--- src/rtl/fetch_req_ctrl.sv ---
// ---------------------------------------------------------------------------
// fetch_req_ctrl
//
// Purpose:
//   Consumer end of the PC interface. Accepts one PC at a time from the Pc
//   block, issues a single ICache request for it, waits for the matching
//   response and presents {pc, inst} to the decode buffer. While a fetch is
//   in progress PcStop holds the Pc block. A redirect (FlushAble) kills the
//   in-flight fetch. If the request was already accepted by the ICache, its
//   response is still owed, so it is waited for and then discarded.
//
// Ports:
//   Clk          in   clock, all state changes on posedge
//   Rest         in   synchronous reset, active-low
//   PcAble       in   PC valid from Pc block
//   PcDate       in   fetch PC from Pc block
//   FlushAble    in   redirect this cycle
//   PcStop       out  hold request to Pc block (busy)
//   IcReqAble    out  ICache request valid
//   IcReqAddr    out  ICache request address
//   IcReqReady   in   ICache accepts request
//   IcRespAble   in   ICache response valid (one cycle per accepted request)
//   IcRespInst   in   response instruction
//   DecStall     in   decode buffer full
//   FetchAble    out  fetched instruction valid to decode
//   FetchPc      out  PC of fetched instruction
//   FetchInst    out  fetched instruction
//   DbgState     out  current FSM state (IDLE=0, REQ=1, WAIT=2, HOLD=3)
//
// Handshakes (valid/ready):
//   A transfer happens on a posedge where valid and ready are both high.
//   Once valid is raised, it and its payload stay stable until that transfer.
//   - PC in : valid = PcAble, ready = !PcStop (and no flush that cycle).
//   - ICache: valid = IcReqAble, ready = IcReqReady.
//   - Decode: valid = FetchAble, ready = !DecStall.
// ---------------------------------------------------------------------------
module fetch_req_ctrl #(
  parameter int ADDR_W = 32,
  parameter int INST_W = 32
) (
  input  logic              Clk,
  input  logic              Rest,
  input  logic              PcAble,
  input  logic [ADDR_W-1:0] PcDate,
  input  logic              FlushAble,
  output logic              PcStop,
  output logic              IcReqAble,
  output logic [ADDR_W-1:0] IcReqAddr,
  input  logic              IcReqReady,
  input  logic              IcRespAble,
  input  logic [INST_W-1:0] IcRespInst,
  input  logic              DecStall,
  output logic              FetchAble,
  output logic [ADDR_W-1:0] FetchPc,
  output logic [INST_W-1:0] FetchInst,
  output logic [1:0]        DbgState
);

  typedef enum logic [1:0] {
    ST_IDLE = 2'd0,
    ST_REQ  = 2'd1,
    ST_WAIT = 2'd2,
    ST_HOLD = 2'd3
  } state_t;

  state_t            r_state;
  state_t            w_state_nxt;
  logic              r_drop;
  logic              w_drop_nxt;
  logic              w_latch_pc;
  logic              w_capture;
  logic [ADDR_W-1:0] r_req_pc;
  logic [ADDR_W-1:0] r_fetch_pc;
  logic [INST_W-1:0] r_fetch_inst;

  // State and datapath registers.
  always_ff @(posedge Clk) begin
    if (!Rest) begin
      r_state      <= ST_IDLE;
      r_drop       <= 1'b0;
      r_req_pc     <= '0;
      r_fetch_pc   <= '0;
      r_fetch_inst <= '0;
    end else begin
      r_state <= w_state_nxt;
      r_drop  <= w_drop_nxt;
      if (w_latch_pc) begin
        r_req_pc <= PcDate;
      end
      if (w_capture) begin
        r_fetch_pc   <= r_req_pc;
        r_fetch_inst <= IcRespInst;
      end
    end
  end

  // Next-state logic.
  always_comb begin
    w_state_nxt = r_state;
    w_drop_nxt  = r_drop;
    w_latch_pc  = 1'b0;
    w_capture   = 1'b0;
    unique case (r_state)
      ST_IDLE: begin
        // A redirect in the same cycle means PcDate is about to change,
        // so the PC is not taken.
        if (PcAble && !FlushAble) begin
          w_latch_pc  = 1'b1;
          w_state_nxt = ST_REQ;
        end
      end
      ST_REQ: begin
        if (IcReqReady) begin
          // Once accepted, the ICache owes a response even if we are being
          // flushed, so remember to throw it away.
          w_drop_nxt  = FlushAble;
          w_state_nxt = ST_WAIT;
        end else if (FlushAble) begin
          // Not accepted yet: simply withdraw, nothing will come back.
          w_state_nxt = ST_IDLE;
        end
      end
      ST_WAIT: begin
        if (IcRespAble) begin
          w_drop_nxt = 1'b0;
          if (r_drop || FlushAble) begin
            w_state_nxt = ST_IDLE;
          end else begin
            w_capture   = 1'b1;
            w_state_nxt = ST_HOLD;
          end
        end else if (FlushAble) begin
          w_drop_nxt = 1'b1;
        end
      end
      ST_HOLD: begin
        // Either decode took it, or the redirect also flushes decode.
        if (!DecStall || FlushAble) begin
          w_state_nxt = ST_IDLE;
        end
      end
      default: begin
        w_state_nxt = ST_IDLE;
      end
    endcase
  end

  assign PcStop    = (r_state != ST_IDLE);
  assign IcReqAble = (r_state == ST_REQ);
  assign IcReqAddr = r_req_pc;
  assign FetchAble = (r_state == ST_HOLD);
  assign FetchPc   = r_fetch_pc;
  assign FetchInst = r_fetch_inst;
  assign DbgState  = r_state;

endmodule

--- config.mk ---
export PLATFORM = sky130hd
export DESIGN_NAME = fetch_req_ctrl
export DESIGN_NICKNAME = d
export VERILOG_FILES = /design/src/rtl/fetch_req_ctrl.sv
export SDC_FILE = /design/constraint.sdc
export NUM_CORES = 1
export LEC_CHECK = 0
export CAP_MARGIN = 20
export CORE_UTILIZATION = 45
export DETAILED_ROUTE_END_ITERATION = 6
export GPL_TIMING_DRIVEN = 0
export PLACE_DENSITY = 0.86
export RECOVER_POWER = 100
export SYNTH_ARGS = -nofsm -noshare
export SYNTH_HDL_FRONTEND = slang
export SYNTH_SLANG_ARGS = --single-unit
--- constraint.sdc ---
create_clock -name Clk -period 4.3 [get_ports Clk]
set_input_delay 0.86 -clock Clk [delete_from_list [all_inputs] [get_ports Clk]]
set_output_delay 0.86 -clock Clk [all_outputs]
set_load 0.02 [all_outputs]
==> results of run 1 <==
[layer usage]
metal | vias up | global-route usage [%] | routed length, um
met3 | 13 | 6.18 | 1090
met4 | 0 | 6.37 | 121
met5 | - | 0 | 0
met2 | 175 | 43.1 | 5630
met1 | 1865 | 30.4 | 4990
li1 | 1971 | - | -
[power groups by stage]
| stage | clock network (W) | registers (W) | logic (W) |
|---|---|---|---|
| after global placement | 0 | 0.000971 | 0.000247 |
| final | 0.000569 | 0.000949 | 0.000241 |
| after CTS | 0.000574 | 0.000950 | 0.000254 |
| after global routing | 0.000609 | 0.000952 | 0.000260 |
| after floorplan | 0 | 0.000990 | 0.0000977 |
| after detailed placement | 0 | 0.000971 | 0.000252 |
[final cells by class]
type / instances / share of cell area (%)
plain buffers: 48 / 3.64
clock buffers: 10 / 2.29
clock inverters: 6 / 0.770
multi-input cells: 317 / 30.0
flip-flops and latches: 99 / 33.0
well taps: 108 / 2.25
repair buffers: 169 / 28.1
[worst max-delay path by stage]
stage	startpoint	end	slack [ns]	cells past startpoint
6_report	DbgState[1]	FetchAble	1.45	3
5_1_grt	PcAble	IcReqAddr[30]	1.32	5
3_3_place_gp	PcAble	IcReqAddr[5]	1.88	5
2_1_floorplan	FlushAble	IcReqAddr[0]	2.34	6
4_1_cts	DbgState[1]	FetchAble	1.49	3
3_5_place_dp	PcAble	IcReqAddr[24]	1.81	5
[worst max-delay path, delay by kind of cell, from the launching register on]
family	cells	cell delay, ns
buffers and inverters	2	1.00
flip-flops	1	0.45
AND/OR/NAND/NOR	1	0.18
[placed cells by master, fill, tap and decap left out, drive strengths merged, types with 2 or more instances in the layout]
master | Yosys | final
o32ai | 2 | 2
buf | 24 | 14
a21boi | 96 | 96
nor2b | 4 | 4
nor4b | 2 | 2
inv | 0 | 3
dfxtp | 99 | 99
clkinvlp | 0 | 2
clkbuf | 24 | 44
and3b | 2 | 2
nand2 | 67 | 67
or2 | 2 | 2
clkdlybuf4s50 | 0 | 65
dlygate4sd3 | 0 | 104
o21ai | 66 | 66
nand3 | 64 | 64
[cells in the mapped netlist]
cell type	n	area share [%]
a21boi_0	4	0.75
a21boi_1	92	17
a21o_1	1	0.19
a21oi_1	1	0.12
a32oi_1	1	0.22
and2_1	1	0.16
and3b_1	2	0.44
buf_2	20	2.5
buf_4	1	0.19
buf_6	3	0.84
clkbuf_1	24	2.2
dfxtp_1	99	49
mux2i_1	1	0.25
nand2_1	67	6.3
nand2b_1	1	0.16
nand3_1	64	8.0
nand3b_1	1	0.19
nor2_1	1	0.093
nor2b_1	4	0.62
nor3b_1	1	0.19
nor4b_1	1	0.22
nor4b_2	1	0.37
o211a_1	1	0.25
o21a_1	1	0.19
o21ai_0	46	5.7
o21ai_1	20	2.5
o32ai_1	2	0.44
or2_1	1	0.16
or2_2	1	0.16
or4b_1	1	0.25
[flip-flops by register name, summed over array words and instances, names as in the netlist]
register / cells
FetchInst: 32
DbgState: 2
r_drop: 1
IcReqAddr: 32
FetchPc: 32
[kinds of logic (layout without fill, tap and decap cells)]
group           Yosys count  count (layout)
compound gates          169             169
flops                    99              99
mux                       1               1
buf+inv                  48             233
simple gates            147             147
[stage by stage]
stage	std cells	util (%)	total power, W
CTS	757	69.5	0.00178
finish	757	69.3	0.00176
floorplan	464	-	0.00109
detailed placement	741	67.4	0.00122
global placement	741	67.4	0.00122
global route	757	69.3	0.00182
==> key figures, run 1 <==
Clock tree
  • CTS buffer count: 9
  • Hold_buf cts: 0
  • TritonCTS clock tree: built
  • Clk slew on worst S/H paths: 0.10 ns
  • Setup bufs post-CTS: 0
  • Clk_lat worst skew: 0.36 ns
  • CTS Buffer Depth: 2
  • Post-cts sizing count: 0
  • CTS Root Cell: clkbuf_8
  • Sink Count: 99
  • CTS H-tree depth: 3

STA
  • Worst hold slack: 0.476 ns
  • F_max: 351 MHz
  • Worst slew pin tran: 1.03 ns
  • Setup TNS: 0 ns
  • Worst setup margin: 1.45 ns
  • Minimum clock period: 2.85 ns
  • Final period utilization: 66.2%
  • Relative max-transition margin: 30.1%
  • Final setup vio count: 0
  • Worst clock skew: 0.00903 ns
  • Final hold vios: 0
  • RSZ-0062 raised after global routing: false
  • Slew Viols, Final: 0

Yosys
  • Syn avg cell area: 8.67 sq um
  • Post-synthesis xor/xnor area fraction: 0%
  • Netlist cell types: 30
  • Simple-gate portion of the synthesized area: 17.2%
  • Register area share after synthesis: 49.3%
  • Yosys warnings: 0
  • Main combinational cell family by area after synthesis: compound AO/OA/AOI/OAI gates
  • Post-Syn Instances: 464
  • Post-synthesis compound-gate area fraction: 27.5%
  • Mux cell area share after synthesis: 0.249%
  • Synth Cell Area: 4020 sq um
  • Syn Nets: 535
  • Adder-Cell Fraction of Synth Area: 0%
  • FF+latch count, synth: 99

Setup path
  • CP Capture Type: primary output
  • CP Cell Sequence: clkbuf_1 > and2_1 > dlygate4sd3_1
  • Reg-to-Reg Start: DbgState[1]
  • Critical path class: register to primary output
  • Crit-path slowest cell: dlygate4sd3_1
  • Max FO, Critical Path: 10
  • CP Launch Type: register
  • CP required: 3.44 ns
  • R2R cell count: 4
  • Worst stage delay on the critical path: 0.67 ns
  • Worst R2R Setup Slack: 2.17 ns
  • WP data arrival: 1.99 ns
  • Crit Reg-Reg Endpoint: IcReqAddr[24]

Drt
  • DRC violations left: 0
  • Number of antenna-violating nets in the routed design: 0
  • Initial DRT Pass Iterations: 4
  • WL/cell: 15.6 um
  • Total Wirelength: 11800 um
  • Vias: 4024
  • DRC violation total after the first TritonRoute iteration: 184
  • Vias per cell: 5.32

Placed design
  • Post-placement cell area: 5850 sq um
  • DP HPWL: 8610 um
  • PortBufs: 169
  • DP Worst Slack: 1.81 ns
  • Gp weighted congestion: 0.836

Floorplan
  • Die H: 96.5 um
  • DIE AREA: 9320 sq um
  • Core Region: 8680 sq um
  • FP Rows: 34
  • Die width: 96.5 um
  • Ports: 172
  • Initial core utilization: 46.4%

Global routing
  • Largest net degree at the start of global routing: 18
  • Vias in the first global route: 3778
  • Remaining global-route overflow: 0
  • First-pass GRT wire length: 17900 um
  • GR Util All Layers: 24.8%
  • Initial antenna violation count: 0

Final layout
  • Nets: 715
  • Area Overhead vs Synth: 49.5%
  • Storage element area: 1980 sq um
  • Area occupied by multi-input gates: 1800 sq um
  • Fillers: 692
  • Ant diodes: 0
  • Share of cells above drive strength 1: 4.78%
  • Post-route cell area: 6010 sq um

Pwr
  • Pwr Density: 292 nW/um^2
  • IR drop worst, VDD: 0.175 mV
  • Leak: 2.34 nW
  • Clock power share: 32.3%
  • Net Sw Power: 0.000473 W
  • Combinational share of power: 13.7%
  • Int Pwr: 0.00129 W
  • Switching share of power: 26.9%
  • Flop pwr share: 54.0%

Run status
  • Status: finished, final reports clean

Min path
  • Hold path endpoint: IcReqAddr[0]
  • HP Start: IcReqAddr[0]
  • Worst hold path type: register to register
  • Hold path depth: 2

Flow run
  • Number of max-cap violations: 0
Power figures use the tool's default switching activity.
==> run 2: changes to the inputs <==
--- a/config.mk
+++ b/config.mk
@@ -6,10 +6,10 @@
 export NUM_CORES = 1
 export LEC_CHECK = 0
 export CAP_MARGIN = 20
-export CORE_UTILIZATION = 45
+export CORE_UTILIZATION = 42
 export DETAILED_ROUTE_END_ITERATION = 6
 export GPL_TIMING_DRIVEN = 0
-export PLACE_DENSITY = 0.86
+export PLACE_DENSITY = 0.81
 export RECOVER_POWER = 100
 export SYNTH_ARGS = -nofsm -noshare
 export SYNTH_HDL_FRONTEND = slang
==> constraint.sdc (replaced) <==
create_clock -name Clk -period 2.8 [get_ports Clk]
set_input_delay 0.56 -clock Clk [delete_from_list [all_inputs] [get_ports Clk]]
set_output_delay 0.56 -clock Clk [all_outputs]
set_load 0.02 [all_outputs]
==> run 2 against run 1 <==
Against the previous run:
- clock skew increased by 0.0047 ns
- via count decreased by 0.12%
- highest routed layer unchanged
- count of clock-buffer cells in the layout decreased by 1
- final cell count increased by 2.5%
- sequential power increased by 54%
- cell area increased by 0.35%
- routed wire length increased by 2.1%
- worst setup slack got worse by 1.2 ns
==> key figures, run 2 (synthesis gave the netlist of run 1 again) <==
STA
  • Final setup vio count: 0 (unchanged)
  • Setup TNS: 0 ns (unchanged)
  • Final period utilization: 91.0%
  • F_max: 393 MHz
  • Final hold vios: 0 (unchanged)
  • Worst clock skew: 0.0138 ns (+0.00474 ns)
  • Worst slew pin tran: 1.06 ns (+0.0301 ns)
  • Minimum clock period: 2.55 ns
  • Relative max-transition margin: 28.0% (-2.0 points)
  • Slew Viols, Final: 0 (unchanged)
  • RSZ-0062 raised after global routing: false

Setup path
  • WP data arrival: 2.81 ns (+0.82 ns)
  • WP depth: 5 (+2)
  • CP required: 3.06 ns (-0.38 ns)
  • CP Cell Sequence: dlygate4sd3_1 > nor4b_1 > clkbuf_1 > nand2_1 > a21boi_0
  • Worst stage delay on the critical path: 0.87 ns (+0.20 ns)
  • Reg-to-Reg Start: DbgState[1]
  • Critical path class: input port to register
  • CP Capture Type: register
  • Worst R2R Setup Slack: 0.58 ns (-1.59 ns)
  • R2R cell count: 4 (unchanged)
  • Crit path from: PcAble
  • Crit Reg-Reg Endpoint: IcReqAddr[29]
  • CP Launch Type: input port
  • Crit-path slowest cell: nor4b_1
  • Max FO, Critical Path: 10 (unchanged)
  • CP top delay family: buffers and inverters
  • Worst setup endpoint: IcReqAddr[29]
  • CP bufs+invs: 2 (unchanged)

Clock tree
  • Hold_buf cts: 0 (unchanged)
  • CTS buffer count: 9 (unchanged)
  • Post-cts sizing count: 0 (unchanged)
  • Clk_lat worst skew: 0.36 ns (about the same)
  • Sink Count: 99 (unchanged)
  • Setup bufs post-CTS: 0 (unchanged)
  • CTS H-tree depth: 3 (unchanged)
  • CTS Buffer Depth: 2 (unchanged)
  • TritonCTS clock tree: built
  • Clk slew on worst S/H paths: 0.09 ns (about the same)
  • CTS Root Cell: clkbuf_8

Drt
  • Total Wirelength: 12100 um (+2.1%)
  • Initial DRT Pass Iterations: 4 (unchanged)
  • Vias per cell: 5.18 (-2.6%)
  • Vias: 4019 (-0.12%)
  • WL/cell: 15.6 um (-0.37%)
  • DRC violation total after the first TritonRoute iteration: 95 (-48%)
  • DRC violations left: 0 (unchanged)
  • Number of antenna-violating nets in the routed design: 0 (unchanged)

Final layout
  • Nets: 715 (unchanged)
  • Share of cells above drive strength 1: 4.17% (-0.60 points)
  • Ant diodes: 0 (unchanged)
  • Commonest non-fill, non-tap cell in the layout: dlygate4sd3_1
  • Finished Core Util: 65.3% (-4.0 points)
  • Area Overhead vs Synth: 50.0%
  • Commonest non-fill, non-tap cells in the layout: dlygate4sd3_1 (103), dfxtp_1 (99), a21boi_0 (83), nand2_1 (67), clkdlybuf4s50_1 (66)

Floorplan
  • FP Rows: 35 (+2.9%)
  • Die H: 99.9 um (+3.4%)
  • Ports: 172 (unchanged)
  • Die width: 99.9 um (+3.4%)
  • DIE AREA: 9970 sq um (+7.0%)
  • Initial core utilization: 43.5% (-2.8 points)
  • Core Region: 9240 sq um (+6.5%)

Min path
  • Worst hold path type: register to register

Run status
  • Status: finished, final reports clean

Pwr
  • Leak: 2.34 nW (-0.14%)
  • Pwr Density: 451 nW/um^2 (+54%)
  • IR drop worst, VDD: 0.268 mV (+53%)

Placed design
  • PortBufs: 169 (unchanged)
  • Gp weighted congestion: 0.753 (-9.9%)
  • DP HPWL: 8940 um (+3.8%)

Global routing
  • Met1 GRT Util: 29.5% (-0.93 points)
  • GR peak layer: met2
  • Initial antenna violation count: 0 (unchanged)
  • Vias in the first global route: 3898 (+3.2%)
  • Met2 global-route usage: 42.8% (-0.32 points)
  • GR Util All Layers: 24.3% (-0.48 points)
  • First-pass GRT wire length: 19200 um (+7.6%)
  • Met3 usage: 6.69% (+0.50 points)
  • Remaining global-route overflow: 0 (unchanged)
  • Largest net degree at the start of global routing: 17 (-1)

Flow run
  • Number of max-cap violations: 0 (unchanged)
run 2: worst min path at each step:
stage                             start             to  slack [ns]  depth (start not counted)
after floorplan            IcReqAddr[0]   IcReqAddr[0]        0.54                          2
after global routing       IcReqAddr[7]   IcReqAddr[7]        0.50                          2
final                     IcReqAddr[11]  IcReqAddr[11]        0.47                          2
after global placement    FetchInst[11]  FetchInst[11]        0.46                          2
after detailed placement  IcReqAddr[19]  IcReqAddr[19]        0.46                          2
after CTS                  IcReqAddr[1]     FetchPc[1]        0.48                          2
run 2: layout make-up:
type	instances	area, sq um
Sequential cell	99	1980
Timing Repair Buffer	169	1690
Multi-Input combinational cell	317	1800
Fill cell	799	3200
Clock buffer	9	124
Tap cell	129	161
Buffer	48	210
Clock inverter	5	63.8
run 2: stage by stage:
stage	power, W	instances	setup WS [ns]	hold slack [ns]	cell area (sq um)
after floorplan	0.00167	464	1.14	0.543	4020
after global placement	0.00188	762	0.597	0.459	5880
after detailed placement	0.00188	762	0.531	0.464	5880
after CTS	0.00277	776	0.305	0.475	6060
after global routing	0.00284	776	0.132	0.498	6040
final	0.00272	776	0.253	0.472	6040
run 2: routing by layer:
| metal | share of wire, % | vias to the layer above |
|---|---|---|
| met1 | 43 | 1905 |
| met5 | 0 | - |
| met3 | 7.4 | 6 |
| met2 | 49 | 137 |
| li1 | - | 1971 |
| met4 | 0.53 | 0 |
run 2: where the power goes:
group | total (W) | switching [W] | internal [W]
Clock | 0.000893 | 0.000481 | 0.000412
Sequential | 0.00146 | 0.0000231 | 0.00144
Combinational | 0.000369 | 0.000187 | 0.000182
run 2: worst min-delay path, cell delays in order, from the launching register on:
cell and delay, ns:
dfxtp_1 0.33, nand2_1 0.05, a21boi_1 0.05
==> run 3: changes to the inputs <==
--- a/config.mk
+++ b/config.mk
@@ -6,10 +6,10 @@
 export NUM_CORES = 1
 export LEC_CHECK = 0
 export CAP_MARGIN = 20
-export CORE_UTILIZATION = 42
+export CORE_UTILIZATION = 38
 export DETAILED_ROUTE_END_ITERATION = 6
 export GPL_TIMING_DRIVEN = 0
-export PLACE_DENSITY = 0.81
+export PLACE_DENSITY = 0.78
 export RECOVER_POWER = 100
 export SYNTH_ARGS = -nofsm -noshare
 export SYNTH_HDL_FRONTEND = slang
==> constraint.sdc (replaced) <==
create_clock -name Clk -period 2.15 [get_ports Clk]
set_input_delay 0.43 -clock Clk [delete_from_list [all_inputs] [get_ports Clk]]
set_output_delay 0.43 -clock Clk [all_outputs]
set_load 0.02 [all_outputs]
==> run 3 against run 2 <==
Against the previous run:
- count of clock-buffer cells in the layout is 4 higher
- via count is 0.15% higher
- final cell count is 1.0% higher
- global-route usage is 2.1 points lower
- register-to-register slack worse by 0.44 ns
- critical path depth is 1 lower
- power is 32% higher
- largest power group unchanged
==> key figures, run 3 (synthesis gave the netlist of run 1 again) <==
Run status
  • Status: finished, final reports clean

Placed design
  • PortBufs: 169 (unchanged)
  • DP Worst Slack: -0.0289 ns (-0.560 ns)
  • Post-placement cell area: 5880 sq um (+0.15%)
  • DP HPWL: 9030 um (+0.95%)
  • Gp weighted congestion: 0.834 (+11%)

Pwr
  • Flop pwr share: 53.1% (-0.5 points)
  • Net Sw Power: 0.000879 W (+27%)
  • Combinational share of power: 13.5% (about the same)
  • Switching share of power: 24.5% (-0.88 points)
  • Leak: 2.38 nW (+1.8%)
  • IR drop worst, VDD: 0.293 mV (+9.2%)
  • Clock power share: 33.4% (+0.6 points)
  • Pwr Density: 590 nW/um^2 (+31%)
  • Int Pwr: 0.00270 W (+33%)

Clock tree
  • CTS buffer count: 9 (unchanged)
  • TritonCTS clock tree: built
  • CTS Root Cell: clkbuf_8
  • Setup bufs post-CTS: 0 (unchanged)
  • CTS H-tree depth: 3 (unchanged)
  • Clk_lat worst skew: 0.37 ns (about the same)
  • Clk slew on worst S/H paths: 0.09 ns (about the same)
  • CTS Buffer Depth: 2 (unchanged)
  • Hold_buf cts: 0 (unchanged)
  • Sink Count: 99 (unchanged)

Final layout
  • Commonest non-fill, non-tap cells in the layout: dfxtp_1 (99), dlygate4sd3_1 (98), a21boi_0 (77), clkdlybuf4s50_1 (68), nand2_1 (67)
  • Commonest non-fill, non-tap cell in the layout: dfxtp_1
  • Post-route cell area: 6070 sq um (+0.50%)
  • Area Overhead vs Synth: 50.8%
  • Area occupied by multi-input gates: 1810 sq um (+0.35%)
  • Ant diodes: 0 (unchanged)
  • Storage element area: 1980 sq um (unchanged)
  • Fillers: 968 (+21%)
  • Nets: 715 (unchanged)
  • Share of cells above drive strength 1: 4.94% (+0.77 points)

STA
  • Minimum clock period: 2.01 ns
  • Final setup vio count: 0 (unchanged)
  • Worst setup margin: 0.138 ns (-0.115 ns)
  • Slew Viols, Final: 0 (unchanged)
  • Final hold vios: 0 (unchanged)
  • RSZ-0062 raised after global routing: false
  • Worst slew pin tran: 0.994 ns (-0.0699 ns)
  • Relative max-transition margin: 33.5% (+5.4 points)
  • Worst clock skew: 0.0107 ns (-0.00302 ns)
  • Final period utilization: 93.6%
  • F_max: 497 MHz

Floorplan
  • Core Region: 10300 sq um (+11%)
  • FP Rows: 37 (+5.7%)
  • DIE AREA: 11000 sq um (+10%)
  • Ports: 172 (unchanged)
  • Die H: 105 um (+5.0%)
  • Die width: 105 um (+5.0%)
  • Initial core utilization: 39.1% (-4.4 points)

Global routing
  • First-pass GRT wire length: 19300 um (+0.36%)
  • Vias in the first global route: 3938 (+1.0%)
  • Largest net degree at the start of global routing: 15 (-2)
  • Initial antenna violation count: 0 (unchanged)
  • GR Util All Layers: 22.2% (-2.1 points)
  • Remaining global-route overflow: 0 (unchanged)

Drt
  • Initial DRT Pass Iterations: 5 (+1)
  • WL/cell: 15.6 um (+0.37%)
  • Vias per cell: 5.13 (-0.87%)
  • DRC violations left: 0 (unchanged)
  • Total Wirelength: 12200 um (+1.4%)
  • DRC violation total after the first TritonRoute iteration: 157 (+65%)
  • Number of antenna-violating nets in the routed design: 0 (unchanged)
  • Vias: 4025 (+0.15%)

Min path
  • Hold path endpoint: r_drop
  • Hold path depth: 3 (+1)
  • HP Start: FlushAble
  • Worst hold path type: input port to register

Setup path
  • CP Launch Type: register
  • Worst R2R Setup Slack: 0.14 ns (-0.44 ns)
  • CP required: 2.43 ns (-0.63 ns)
  • R2R cell count: 4 (unchanged)
  • Critical path class: register to register
  • Crit Reg-Reg Endpoint: FetchPc[14]
  • Reg-to-Reg Start: r_drop
  • CP Capture Type: register
  • WP data arrival: 2.29 ns (-0.52 ns)
  • Max FO, Critical Path: 10 (unchanged)

Flow run
  • Number of max-cap violations: 0 (unchanged)
run 3: worst max path at each step:
stage | startpoint | to | depth (start not counted)
after CTS | DbgState[0] | IcReqAble | 3
after detailed placement | PcAble | IcReqAddr[28] | 5
after global placement | PcAble | IcReqAddr[4] | 5
after floorplan | FlushAble | IcReqAddr[0] | 6
final | r_drop | FetchPc[14] | 4
after global routing | PcAble | IcReqAddr[30] | 5
run 3: power groups by stage:
stage               registers [W]  clock network, W  logic [W]
detailed placement        0.00194                 0   0.000507
CTS                       0.00190           0.00122   0.000508
global placement          0.00194                 0   0.000503
global route              0.00191           0.00130   0.000523
floorplan                 0.00198                 0   0.000195
finish                    0.00190           0.00120   0.000484
run 3: area by class of cell:
type                            count  share of cell area, %
Multi-Input combinational cell    317                   29.8
Tap cell                          136                   2.81
Clock inverter                      2                  0.578
Sequential cell                    99                   32.7
Buffer                             48                   3.67
Timing Repair Buffer              169                   27.8
Clock buffer                       13                   2.62
run 3: metrics by stage:
| stage | TNS [ns] | util, % | hold WS (ns) | std cells | total power (W) |
|---|---|---|---|---|---|
| 6_report | 0 | 59.0 | 0.450 | 784 | 0.00358 |
| 2_1_floorplan | 0 | - | 0.543 | 464 | 0.00218 |
| 4_1_cts | 0 | 59.1 | 0.433 | 784 | 0.00363 |
| 5_1_grt | 0 | 59.0 | 0.446 | 784 | 0.00373 |
| 3_5_place_dp | -0.0289 | 57.3 | 0.468 | 769 | 0.00245 |
| 3_3_place_gp | 0 | 57.3 | 0.460 | 769 | 0.00245 |
run 3: per-layer routing:
layer	share of wire, %	vias up	global-route usage (%)
li1	-	1972	-
met1	42	1872	26.1
met2	48	165	37.6
met3	8.8	16	7.67
met4	1.4	0	7.44
met5	0	-	0
run 3: critical path: stages, from the launching register on:
cell and delay (ns):
dfxtp_1 0.36, nor2_1 0.78, clkbuf_1 0.42, nand3_1 0.14
a21boi_0 0.22
run 3: what timing repair did:
item	4_1_cts	5_1_grt
endpoints found under the hold margin	0	0
endpoints found under the setup margin	3	0
gates resized for setup	5	0
